### src/rtl/regfile_arb_pkg.sv
// Shared types and default sizing for the two-requester register-file arbiter.
package regfile_arb_pkg;
  localparam int NUM_REQ    = 2;
  localparam int DEF_WIDTH  = 16;
  localparam int DEF_ADDR_W = 3;

  typedef enum logic [1:0] {
    IDLE,
    ACCESS,
    RESP
  } state_t;
endpackage

### src/rtl/regfile_arbiter_if.sv
// Client-side bus of the register-file arbiter: packed per-requester commands and shared response.
interface regfile_arbiter_if
  import regfile_arb_pkg::*;
#(
  parameter int WIDTH  = DEF_WIDTH,
  parameter int ADDR_W = DEF_ADDR_W
) ();
  logic [NUM_REQ-1:0]        req;
  logic [NUM_REQ-1:0]        we;
  logic [NUM_REQ-1:0]        re;
  logic [NUM_REQ*ADDR_W-1:0] waddr;
  logic [NUM_REQ*ADDR_W-1:0] raddr;
  logic [NUM_REQ*WIDTH-1:0]  wdata;
  logic [NUM_REQ-1:0]        done;
  logic [WIDTH-1:0]          rdata;

  modport master (output req, we, re, waddr, raddr, wdata, input done, rdata);
  modport slave  (input req, we, re, waddr, raddr, wdata, output done, rdata);
endinterface

### src/rtl/regfile_arbiter_picker.sv
// Combinational 2-way picker. Define REGFILE_ARB_RR_EN for round-robin ties;
// otherwise requester 0 wins every tie.
module arb_picker
  import regfile_arb_pkg::*;
(
  input  logic [NUM_REQ-1:0] i_req,
  input  logic               i_last_grant,
  output logic               o_valid,
  output logic               o_grant
);
  always_comb begin
    o_valid = |i_req;
`ifdef REGFILE_ARB_RR_EN
    if (&i_req) o_grant = ~i_last_grant;
    else        o_grant = i_req[1];
`else
    o_grant = ~i_req[0];
`endif
  end

  logic w_unused;
`ifdef REGFILE_ARB_RR_EN
  assign w_unused = 1'b0;
`else
  assign w_unused = i_last_grant;
`endif
endmodule

### src/rtl/regfile_arbiter.sv
// Shares one register-file write/read port between two requesters; each grant
// runs IDLE -> ACCESS -> RESP with registered rf_* outputs and a done pulse.
module regfile_arbiter
  import regfile_arb_pkg::*;
#(
  parameter int WIDTH  = DEF_WIDTH,
  parameter int ADDR_W = DEF_ADDR_W
) (
  input  logic              clk,
  input  logic              rst,
  regfile_arbiter_if.slave  bus,
  output logic              rf_write_enable,
  output logic              rf_read_enable,
  output logic [ADDR_W-1:0] rf_write_addr,
  output logic [ADDR_W-1:0] rf_read_addr,
  output logic [WIDTH-1:0]  rf_write_data,
  input  logic [WIDTH-1:0]  rf_read_data
);
  state_t             r_state, w_state_nxt;
  logic               r_grant, r_last_grant;
  logic [NUM_REQ-1:0] r_done;
  logic [WIDTH-1:0]   r_rdata;
  logic               w_valid, w_grant;

  arb_picker u_picker (
    .i_req        (bus.req),
    .i_last_grant (r_last_grant),
    .o_valid      (w_valid),
    .o_grant      (w_grant)
  );

  always_ff @(posedge clk or negedge rst) begin
    if (!rst) r_state <= IDLE;
    else      r_state <= w_state_nxt;
  end

  always_comb begin
    w_state_nxt = r_state;
    case (r_state)
      IDLE:    if (w_valid) w_state_nxt = ACCESS;
      ACCESS:  w_state_nxt = RESP;
      RESP:    w_state_nxt = IDLE;
      default: w_state_nxt = IDLE;
    endcase
  end

  // Addresses and write data keep their last values; only enables clear after ACCESS.
  always_ff @(posedge clk or negedge rst) begin
    if (!rst) begin
      rf_write_enable <= 1'b0;
      rf_read_enable  <= 1'b0;
      rf_write_addr   <= '0;
      rf_read_addr    <= '0;
      rf_write_data   <= '0;
      r_grant         <= 1'b0;
      r_last_grant    <= 1'b1;
      r_done          <= '0;
      r_rdata         <= '0;
    end else begin
      case (r_state)
        IDLE: begin
          if (w_valid) begin
            rf_write_enable <= bus.we[w_grant];
            rf_read_enable  <= bus.re[w_grant];
            rf_write_addr   <= bus.waddr[int'(w_grant)*ADDR_W +: ADDR_W];
            rf_read_addr    <= bus.raddr[int'(w_grant)*ADDR_W +: ADDR_W];
            rf_write_data   <= bus.wdata[int'(w_grant)*WIDTH +: WIDTH];
            r_grant         <= w_grant;
            r_last_grant    <= w_grant;
          end
        end
        ACCESS: begin
          if (rf_read_enable) r_rdata <= rf_read_data;
          rf_write_enable <= 1'b0;
          rf_read_enable  <= 1'b0;
          r_done[r_grant] <= 1'b1;
        end
        RESP:    r_done <= '0;
        default: r_done <= '0;
      endcase
    end
  end

  assign bus.done  = r_done;
  assign bus.rdata = r_rdata;
endmodule

### src/flat_wrapper.sv
// flat-port wrapper written by rule: the top's interface ports become plain ports
module regfile_arbiter_flat import regfile_arb_pkg::*;
#(
  parameter int WIDTH  = DEF_WIDTH,
  parameter int ADDR_W = DEF_ADDR_W
)
  (clk, rst, rf_write_enable, rf_read_enable, rf_write_addr, rf_read_addr, rf_write_data, rf_read_data, bus_req, bus_we, bus_re, bus_waddr, bus_raddr, bus_wdata, bus_done, bus_rdata);
  regfile_arbiter_if #(.WIDTH(WIDTH), .ADDR_W(ADDR_W)) bus_i ();
  input  logic clk;
  input  logic rst;
  output logic rf_write_enable;
  output logic rf_read_enable;
  output logic [ADDR_W-1:0] rf_write_addr;
  output logic [ADDR_W-1:0] rf_read_addr;
  output logic [WIDTH-1:0] rf_write_data;
  input  logic [WIDTH-1:0] rf_read_data;
  input wire logic [$bits(bus_i.req)-1:0] bus_req;
  input wire logic [$bits(bus_i.we)-1:0] bus_we;
  input wire logic [$bits(bus_i.re)-1:0] bus_re;
  input wire logic [$bits(bus_i.waddr)-1:0] bus_waddr;
  input wire logic [$bits(bus_i.raddr)-1:0] bus_raddr;
  input wire logic [$bits(bus_i.wdata)-1:0] bus_wdata;
  output wire logic [$bits(bus_i.done)-1:0] bus_done;
  output wire logic [$bits(bus_i.rdata)-1:0] bus_rdata;
  assign bus_i.req = bus_req;
  assign bus_i.we = bus_we;
  assign bus_i.re = bus_re;
  assign bus_i.waddr = bus_waddr;
  assign bus_i.raddr = bus_raddr;
  assign bus_i.wdata = bus_wdata;
  assign bus_done = bus_i.done;
  assign bus_rdata = bus_i.rdata;
  regfile_arbiter #(.WIDTH(WIDTH), .ADDR_W(ADDR_W)) u_core (.clk(clk), .rst(rst), .bus(bus_i), .rf_write_enable(rf_write_enable), .rf_read_enable(rf_read_enable), .rf_write_addr(rf_write_addr), .rf_read_addr(rf_read_addr), .rf_write_data(rf_write_data), .rf_read_data(rf_read_data));
endmodule
### config.mk
export PLATFORM = sky130hd
export DESIGN_NAME = regfile_arbiter_flat
export DESIGN_NICKNAME = d
export VERILOG_FILES = /design/src/rtl/regfile_arb_pkg.sv /design/src/rtl/regfile_arbiter_if.sv /design/src/rtl/regfile_arbiter_picker.sv /design/src/rtl/regfile_arbiter.sv /design/src/flat_wrapper.sv
export SDC_FILE = /design/constraint.sdc
export NUM_CORES = 1
export LEC_CHECK = 0
export ABC_AREA = 1
export CAP_MARGIN = 20
export CORE_MARGIN = 8
export CORE_UTILIZATION = 40
export CTS_CLUSTER_SIZE = 40
export DETAILED_ROUTE_END_ITERATION = 8
export GPL_TIMING_DRIVEN = 0
export HOLD_SLACK_MARGIN = 0.05
export PLACE_DENSITY = 0.77
export SLEW_MARGIN = 40
export SYNTH_ARGS = -nofsm -noshare
export SYNTH_HDL_FRONTEND = slang
export SYNTH_SLANG_ARGS = --single-unit
### constraint.sdc
create_clock -name clk -period 1.4 [get_ports clk]
set_input_delay 0.14 -clock clk [delete_from_list [all_inputs] [get_ports clk]]
set_output_delay 0.14 -clock clk [all_outputs]
set_load 0.01 [all_outputs]
==> summary.md <==
| Metric | Value |
|---|---|
| Post-synthesis adder-cell area fraction | `0%` |
| Skew final | `roughly 0.0064 ns` |
| Rel. slew slack | `84.26%` |
| Status | `finished clean` |
| Worst-path cell chain | `clkdlybuf4s50_1` |
| Synth Flop Type | `dfrtp_1` |
| Layout cells sized above 1 | `10.57%` |
| EDFF count, synth | `0` |
| H-tree Lvls | `2` |
| Max Freq | `approximately 0.74 GHz` |
| Top delay family on crit path | `buffers and inverters` |
| Layout area overhead | `61.28%` |
| I/O Buffers | `108` |
| Largest family of logic cells by synthesized area | `simple AND/OR/NAND/NOR gates` |
| Complex-gate fraction of the synthesized area | `less than 1%` |
| MaxCap Viol Count | `0` |
| Overflow after GRT | `0` |
| Ports | `between 100 and 150` |
| Nets | `between 400 and 500` |
| Type of origin of the critical path | `register` |
| Placement Cell Area | `approximately 0.0033 sq mm` |
| Top post-synthesis cells by area | `dfrtp_1, nand2_1, nand2_2` |
| RSZ-0062 raised after global routing | `no` |
| Half-perimeter wire length after placement | `4.837 mm` |
| Clk buf depth | `2` |
| CTS root buf | `clkbuf_8` |
| Clock Latency Late Sink | `a little under 0.3 ns` |
| Critical path endpoint category | `output port` |
| Via count | `2039` |
| TritonCTS clock tree | `built` |
| Slew Limit Fails | `0` |
| Worst-margin pin slew | `between 0.2 and 0.25 ns` |
| Die area | `0.007885 sq mm` |
| WS Path Type | `reg -> out` |
| Most frequent cell after synthesis | `nand2_1` |
| Fill count | `around 450` |
| Min Tclk post-route | `~1.4 ns` |
| Power per cell area | `roughly 1800 mW/mm^2` |
| First-pass GRT wire length | `9.942 mm` |
| RD Place Congestion | `roughly 0.78` |
| CTS Buf Count | `5` |
| Initial antenna violation count | `0` |
| Sequential Area | `between 0.001 and 0.0015 sq mm` |
| Multi-input combinational cell area | `~860 sq um` |
| Post-Synth XOR/XNOR Area | `0%` |
| Commonest cells post-synth | `nand2_1, dfrtp_1, nand2_2, buf_6` |
| Crit path DAT | `between 1 and 1.5 ns` |
| Leak Pwr | `around 0.0018 uW` |
| Leading area contributor after synthesis | `dfrtp_1` |
| Number of synthesized register bits | `45` |
| All-Layer GR Usage | `about 16%` |
| Fin crit share | `a little over nine tenths` |
| Crit-path max FO | `2` |
| Total power | `slightly above 6000 uW` |
| # Post-CTS Setup Buffers | `0` |
| Final setup vio count | `0` |
| Hold Vio Cnt, Final | `0` |
| WL final | `about 6 mm` |
| Hold Crit Class | `in -> reg` |
| Std-Cell Core Area | `a little over 0.005 sq mm` |
| Vias in the first global route | `2161` |
| Synthesized Nets | `roughly 340` |
| FP Rows | `26` |
| Final Cell Area | `between 0.003 and 0.004 sq mm` |
| Synth top area share | `a little over half` |
| Yosys cell types | `16` |
| Die Height | `slightly below 90 um` |
| Mapped cell area | `around 0.0021 sq mm` |
| Iter 0 DRT Violations | `between 40 and 50` |
| Syn Inst Count | `270` |
| Sequential-to-total area share from yosys stat | `53.13%` |
| Die Wd | `a little under 90 um` |
| DRC | `0` |
| Vias/cell | `~4.5` |
| Largest net degree at the start of global routing | `30` |
| VDD IR max | `0.8879 mV` |
| Detailed Routing Iterations Pass 1 | `5` |
| Starting Density | `about two fifths` |
| Async S/R FF share, synth | `100.0%` |
| Number of diodes | `0` |
| Simple-gate portion of the synthesized area | `40.08%` |
| Post-synthesis mux area share | `0%` |
| Synth Warn # | `0` |
| WP data required | `~1.3 ns` |
| Slowest cell on crit path | `clkdlybuf4s50_1` |
| CP Buf/Inv Count | `1` |
| Slowest stage delay, CP | `0.57 ns` |
| Clk sinks | `45` |
| Reg2reg setup slack | `around 0.25 ns` |
| Synthesized area per cell | `around 8 sq um` |
| Post-DRT Antenna Nets | `0` |
| Wire per inst | `13.27 um` |
| Clock transition at path regs | `roughly 0.09 ns` |
==> cells in the final DEF, fill, tap and decap left out <==
cell type,instances
dlygate4sd3_1,1
dfrtp_1,45
buf_12,2
o21ai_0,2
clkbuf_8,5
buf_2,2
nor2_4,2
nor2_8,1
nand2_1,187
inv_2,3
clkinvlp_4,3
nand2_2,11
dlygate4sd2_1,1
nand2_4,2
clkdlybuf4s50_1,101
buf_6,5
inv_1,2
dlymetal6s2s_1,5
buf_4,4
nand3_1,2
inv_4,1
nor2_1,1
==> what timing repair did <==
item                                    CTS  global route
pin swaps                                 0             0
hold buffers                              1             0
endpoints found under the hold margin    45             0
gates resized for setup                   1             5
endpoints found under the setup margin    1             5
==> path summary, 6_finish.rpt <==
path,startpoint,cells after the start,end
setup / recovery,u_core.rf_write_data[2]$_DFFE_PN0P_,1,rf_write_data[2]
hold / removal,bus_req[0],5,u_core.rf_write_data[6]$_DFFE_PN0P_
setup reg to reg,u_core.r_state[0]$_DFFE_PN0P_,5,u_core.rf_write_data[12]$_DFFE_PN0P_
hold reg to reg,u_core.bus.rdata[2]$_DFFE_PN0P_,2,u_core.bus.rdata[2]$_DFFE_PN0P_
max in group asynchronous,rst,3,u_core.rf_write_data[10]$_DFFE_PN0P_
min in group asynchronous,rst,2,u_core.r_state[0]$_DFFE_PN0P_
==> flip-flops by register name, summed over array words and instances (netlist names) <==
register	count
u_core.rf_read_enable	1
u_core.rf_write_enable	1
u_core.bus.rdata	16
u_core.r_state	2
u_core.rf_read_addr	3
u_core.bus.done	2
u_core.r_grant	1
u_core.rf_write_addr	3
u_core.rf_write_data	16
==> where the power goes <==
| part | switching [uW] | internal [uW] |
|---|---|---|
| logic | 1470 | 1630 |
| registers | 346 | 1920 |
| clock network | 442 | 350 |
| total | 2260 | 3900 |
==> stage by stage <==
step	hold slack, ns	cells	utilization [%]	setup TNS, ns	worst slack (ns)
floorplan	-0.1556	270	-	0	0.3764
global placement	0.4515	448	64.38	-48.79	-1.087
detailed placement	0.02645	449	64.72	0	0.1037
CTS	0.2203	458	66.68	0	0.02376
global route	0.2499	458	66.93	0	0.001010
finish	0.2194	458	66.93	0	0.04643
==> logic make-up (layout without fill, tap and decap cells) <==
kind of cell | Yosys count | in the layout
simple gates | 206 | 206
compound gates | 2 | 2
buf+inv | 17 | 135
flops | 45 | 45
==> layer usage <==
layer  vias up  wire length (um)  global-route usage, %
li1       1035                 -                      -
met1       917              2508                  19.08
met2        79              2785                  25.61
met3         8               699                  7.057
met4         0                86                  3.994
met5         -                 0                      0
==> final cells by class <==
class	instances	area share, %
Tap cell	70	2.562
Sequential cell	45	32.94
Clock buffer	5	2.013
Clock inverter	3	0.6589
Timing Repair Buffer	110	32.76
Buffer	11	3.184
Multi-Input combinational cell	208	25.15
Inverter	6	0.7321
(Power assumes the default switching activity.)
